**src/rtl/mem_port_arbiter.sv**
```systemverilog
// mem_port_arbiter: shares the unified memory port between fetch and load/store,
// data-first with a fetch starvation guard, blocking out-of-range/misaligned accesses.
module mem_port_arbiter #(
  parameter int ADDR_W     = 32,
  parameter int STARVE_MAX = 4
) (
  input  logic              clk,
  input  logic              rst_n,
  input  logic              if_req_valid,
  output logic              if_req_ready,
  input  logic [ADDR_W-1:0] if_addr,
  output logic              if_rsp_valid,
  output logic [31:0]       if_rsp_data,
  output logic              if_rsp_err,
  input  logic              d_req_valid,
  output logic              d_req_ready,
  input  logic [ADDR_W-1:0] d_addr,
  input  logic [2:0]        d_rd_ctrl,
  input  logic [1:0]        d_wr_ctrl,
  input  logic [31:0]       d_wdata,
  output logic              d_rsp_valid,
  output logic [31:0]       d_rsp_data,
  output logic              d_rsp_err,
  output logic [ADDR_W-1:0] m_addr,
  output logic [2:0]        m_rd_ctrl,
  output logic [1:0]        m_wr_ctrl,
  output logic [31:0]       m_wdata,
  input  logic [31:0]       m_rdata
);
  typedef enum logic [1:0] {G_NONE, G_IF, G_D} grant_t;
  grant_t      r_grant;
  logic [3:0]  r_starve;
  logic [31:0] r_rsp_data;
  logic        r_rsp_err;
  logic        w_if_win, w_if_g, w_d_g, w_if_err, w_d_err, w_rd_none, w_err;
  logic [31:0] w_rsp_data;
  assign w_if_win  = if_req_valid && (!d_req_valid || r_starve == 4'(STARVE_MAX));
  // grants are masked during reset so the memory port stays idle
  assign w_if_g    = rst_n && w_if_win;
  assign w_d_g     = rst_n && d_req_valid && !w_if_win;
  assign if_req_ready = w_if_g;
  assign d_req_ready  = w_d_g;
  assign w_if_err  = (|if_addr[ADDR_W-1:14]) || (|if_addr[1:0]);
  assign w_d_err   = |d_addr[ADDR_W-1:14];
  assign w_rd_none = d_rd_ctrl == 3'b000 || d_rd_ctrl > 3'b101;
  assign w_err     = w_if_g ? w_if_err : w_d_err;
  assign m_addr    = w_if_g ? if_addr : w_d_g ? d_addr : '0;
  assign m_rd_ctrl = w_if_g && !w_if_err ? 3'b101 : w_d_g && !w_d_err ? d_rd_ctrl : 3'b000;
  assign m_wr_ctrl = w_d_g && !w_d_err ? d_wr_ctrl : 2'b00;
  assign m_wdata   = w_d_g ? d_wdata : '0;
  assign w_rsp_data = w_err || (w_d_g && ((|d_wr_ctrl) || w_rd_none)) ? '0 : m_rdata;
  always_ff @(posedge clk) begin
    if (!rst_n) begin
      r_grant    <= G_NONE;
      r_starve   <= '0;
      r_rsp_data <= '0;
      r_rsp_err  <= 1'b0;
    end else begin
      r_grant    <= w_if_g ? G_IF : w_d_g ? G_D : G_NONE;
      r_rsp_data <= w_rsp_data;
      r_rsp_err  <= (w_if_g || w_d_g) && w_err;
      r_starve   <= !if_req_valid || w_if_g ? '0 :
                    r_starve == 4'(STARVE_MAX) ? r_starve : r_starve + 4'd1;
    end
  end
  assign if_rsp_valid = r_grant == G_IF;
  assign d_rsp_valid  = r_grant == G_D;
  assign if_rsp_data  = if_rsp_valid ? r_rsp_data : '0;
  assign d_rsp_data   = d_rsp_valid ? r_rsp_data : '0;
  assign if_rsp_err   = if_rsp_valid && r_rsp_err;
  assign d_rsp_err    = d_rsp_valid && r_rsp_err;
endmodule

```
**config.mk**
```make
export PLATFORM = sky130hd
export DESIGN_NAME = mem_port_arbiter
export DESIGN_NICKNAME = d
export VERILOG_FILES = /design/src/rtl/mem_port_arbiter.sv
export SDC_FILE = /design/constraint.sdc
export NUM_CORES = 1
export LEC_CHECK = 0
export CAP_MARGIN = 20
export CORE_ASPECT_RATIO = 0.8
export CORE_MARGIN = 8
export CORE_UTILIZATION = 31
export CTS_CLUSTER_SIZE = 30
export DETAILED_ROUTE_END_ITERATION = 6
export GPL_TIMING_DRIVEN = 1
export PLACE_DENSITY = 0.86
export RECOVER_POWER = 100
export SLEW_MARGIN = 15
export SYNTH_ARGS = -nofsm -noshare
export SYNTH_HDL_FRONTEND = slang
export SYNTH_SLANG_ARGS = --single-unit
export TNS_END_PERCENT = 5
```
**constraint.sdc**
```tcl
create_clock -name clk -period 5.9 [get_ports clk]
set_input_delay 1.18 -clock clk [delete_from_list [all_inputs] [get_ports clk]]
set_output_delay 1.18 -clock clk [all_outputs]
set_load 0.02 [all_outputs]
```
Word level (Yosys, flattened, before mapping)
Cells that the tools add are included.
{"block": "classes", "order_cmp": 1, "bitwise_logic": 1, "n_addsub": 1, "n_reduce_logical": 30, "eq_ne": 3, "mux": 11}
{"cell": "two-way mux 32 bit", "n": 5}
{"cell": "OR reduction 18 bit", "n": 2}
{"cell": "logical AND 1 bit", "n": 10}
{"cell": "OR reduction 2 bit", "n": 5}
{"cell": "logical OR 1 bit", "n": 7}
{"cell": "two-way mux 3 bit", "n": 2}
{"cell": "logical NOT 1 bit", "n": 5}
{"cell": "adder 4 x 1 -> 4 bit, second input constant", "n": 1}
{"cell": "equality test 4 x 3 -> 1 bit, second input constant", "n": 1}
{"cell": "two-way mux 2 bit", "n": 2}
{"cell": "> comparator 3 bit, second input constant", "n": 1}
{"cell": "logical NOT 3 bit", "n": 1}
{"cell": "equality test 2 x 1 -> 1 bit, second input constant", "n": 1}
{"cell": "equality test 2 bit, second input constant", "n": 1}
{"cell": "two-way mux 1 bit", "n": 2}
{"cell": "inverter 1 bit", "n": 1}
{"block": "word_totals", "reg_bits": 39, "input_bits": 137, "elab_cells": 52}

Depth between registers and ports, before layout
{"block": "logic_depth", "depth_word": 8, "mapped_depth": 8, "ltp_nobuf": 6}

Worst setup path before layout
Ideal clock, no wire load.
{"block": "synth_path", "kind": "input port to output port", "from": "input rst_n", "to": "output m_addr[10]", "arrival_ps": 2384, "path_slack_ps": 2336, "required_ps": 4720, "path_stages": 6, "cell_sequence": "buf_2 > nand3_1 > inv_1 > clkbuf_1 > clkbuf_1 > a22o_1"}
{"block": "synth_via", "elab_chain_len": 4, "elab_cells_between_ends": 5}
{"element": "from (decl)", "line_no": "8", "rtl": "input logic rst_n,"}
{"element": "logical AND 1 bit (2 in a row)", "line_no": "40", "rtl": "assign w_d_g = rst_n && d_req_valid && !w_if_win;"}
{"element": "two-way mux 32 bit", "line_no": "47", "rtl": "assign m_addr = w_if_g ? if_addr : w_d_g ? d_addr : '0;"}
{"element": "two-way mux 32 bit (*)", "line_no": "47"}
{"element": "to (decl)", "line_no": "24", "rtl": "output logic [ADDR_W-1:0] m_addr,"}
Every way passes the cells marked *; elsewhere a longest branch is shown, timed or not.

Final worst setup path
{"block": "layout_path", "from": "input rst_n", "to": "output m_addr[0]"}
The elaborated chain is that of the path after synthesis.

==> summary.txt <==
CTS
  • Post-cts resize count: 0
  • CTS Buf Count: 5
  • Clock Sinks: 39
  • Clk_lat worst skew: 280 ps
  • Clock Tree Root: clkbuf_8
  • Setup Fix Bufs, Post-CTS: 0
  • Htree depth: 2
  • Clk slew on worst S/H paths: 70 ps
  • CTS tree: built
  • Cts hold-fix bufs: 0
  • Clock tree buffer depth: 2

Synthesis
  • Distinct cells, synth: 31
  • Cell taking the most area after synthesis: dfxtp_1
  • Register area share after synthesis: 0.2955
  • Avg Cell Area, Syn: 8.443 um^2
  • Number of synthesized flops with an enable pin: 0
  • FFs w/ async S/R, synth: 0
  • #FFs+latches synth: 39
  • Commonest cells in the netlist: and2_1 (101), dfxtp_1 (39), nand2_1 (33)
  • Cells after Synth: 313
  • Synth top area share: 0.2955
  • Most common cell in the netlist: and2_1
  • Post-synth top flop: dfxtp_1
  • Syn Nets: 452
  • Syn Std Cell Area: 2643 um^2
  • Yosys warnings: 0
  • Ranking of synthesized cells by area: dfxtp_1 (30%), and2_1 (24%), a211oi_2 (14%)

Status
  • Status: completed

Hold path
  • Hold Path Class: register to register
  • Hold path start: r_starve[0]

Detailed routing
  • Wire per inst: 19.49 um
  • Drt total wl: 13310 um
  • DR DRC count: 0
  • Via Count: 3275
  • TritonRoute pass-1 iters: 6
  • Vias per cell: 4.795
  • Initial drt markers: 135
  • Routed Antenna Nets: 0

Worst setup path
  • Crit Path Max Fanout: 65
  • CP Launch Point: rst_n
  • Crit Path Class: primary input to primary output
  • Worst reg2reg startpoint: r_starve[0]
  • Crit end category: primary output
  • Critical Path RT: 4720 ps
  • Arrival time at the worst endpoint: 3840 ps
  • Crit path launch type: primary input

STA
  • Max Clock Freq: 0.1991 GHz
  • Worst setup margin: 877.0 ps
  • Slew headroom: 0.2233
  • Tmin final: 5023 ps
  • Hold Fails Final Rpt: 0
  • Slew at the pin closest to its max-slew limit: 1165 ps
  • Max-slew violation count: 0
  • Setup violations, final: 0
  • RSZ-0062 raised after global routing: no
  • Fin crit share: 0.8514
  • Setup_tns: 0 ps
  • Worst Skew: 6.352 ps

Power and ir drop
  • Power Density: 123.7 nW/um^2
  • Leak: 2.404 nW
  • Peak supply drop: 86.23 uV
  • Final total power: 0.0006650 W

Place
  • DP Area: 5433 um^2
  • Post-DP HPWL: 11470 um
  • Placement Setup Slack: 1030 ps
  • I/O Buffers: 275
  • RePlAce Congestion: 0.8358

Floorplan
  • Initial core utilization: 0.3157
  • CORE AREA: 8371 um^2
  • Total Die Area: 11750 um^2
  • Die Height: 98.58 um
  • Die X: 119.2 um
  • Ports: 276
  • Row count: 30

GRT
  • Vias in the first global route: 3465
  • Total GRT Usage: 0.2163
  • First-pass GRT wire length: 20330 um
  • Initial antenna violation count: 0
  • Grt total ovfl: 0
  • Largest net degree at the start of global routing: 66

Finish
  • Final nets: 710
  • # diodes: 0
  • Fin area: 5378 um^2
  • Layout area overhead: 103.5%
  • FILL cells: 665
  • Fraction of layout cells with a size suffix above 1: 0.02977

Run
  • Max-cap viol count: 0
kinds of logic (layout without fill, tap and decap cells):
group	after synthesis	in the layout	synth area share
adder cells (fa/ha/maj)	2	2	0.009468
AO/OA/AOI/OAI	72	72	0.2760
buffers and inverters	35	293	0.06629
AND/OR/NAND/NOR	165	165	0.3528
flip-flops	39	39	0.2955
flip-flops by register name, summed over array words and instances (netlist names):
name and flops:
r_grant 2, r_rsp_data 32, r_rsp_err 1, r_starve 4
cell type report:
class                      count  area [um^2]  area share
clock inverter                 1        5.005   0.0009307
tap                          112        140.1     0.02606
multi-input combinational    239         1560      0.2901
timing repair buffer         281         2790      0.5188
clock buffer                   6        82.58     0.01536
sequential                    39        780.7      0.1452
inverter                       5        18.77    0.003490
stage by stage:
stage	utilization	std cells	hold slack, ps
floorplan	-	313	429.7
global placement	0.6490	676	442.9
detailed placement	0.6490	676	482.9
CTS	0.6595	683	498.4
global route	0.6425	683	527.2
finish	0.6425	683	493.5
power breakdown:
| group | leakage, nW | total [W] | internal [W] | switching [W] |
|---|---|---|---|---|
| Combinational | 2.04 | 0.000222 | 0.000129 | 0.0000934 |
| Clock | 0.0470 | 0.000178 | 0.0000917 | 0.0000860 |
| Sequential | 0.315 | 0.000265 | 0.000265 | 0.000000813 |
| Total | 2.40 | 0.000665 | 0.000485 | 0.000180 |
path summary, 6_finish.rpt:
check | end | slack (ps) | cells after the start
setup / recovery | m_addr[0] | 880 | 7
hold / removal | r_starve[0] | 490 | 1
setup reg to reg | r_rsp_err | 3180 | 7
hold reg to reg | r_starve[0] | 490 | 1
worst max-delay path, stage by stage:
cell           delay [ps]
dlygate4sd3_1         520
buf_4                 330
nand3_1               280
inv_1                 110
buf_4                 450
a22o_1                220
dlygate4sd3_1         720
cell usage in the layout, fill, tap and decap left out, types with 2 or more instances in the layout:
cell type,n
clkdlybuf4s50_1,139
a21bo_2,2
nor2_1,5
nand3_1,3
ha_1,2
dfxtp_1,39
clkbuf_8,6
and2_1,100
buf_4,4
clkbuf_1,2
dlygate4sd3_1,136
a211oi_2,3
inv_1,5
nor4_1,8
nor3_1,3
nor2b_1,2
a21oi_1,3
nand4_1,3
a22o_1,32
a211oi_1,29
nand2_1,33
routing by layer:
metal / up-vias / track usage / share of wire
met2: 190 / 0.3997 / 0.50
li1: 1603 / - / -
met4: 0 / 0.07856 / 0.032
met1: 1458 / 0.2028 / 0.34
met5: - / 0 / 0
met3: 24 / 0.1051 / 0.12
No activity file was read; power rests on OpenSTA's default activity.
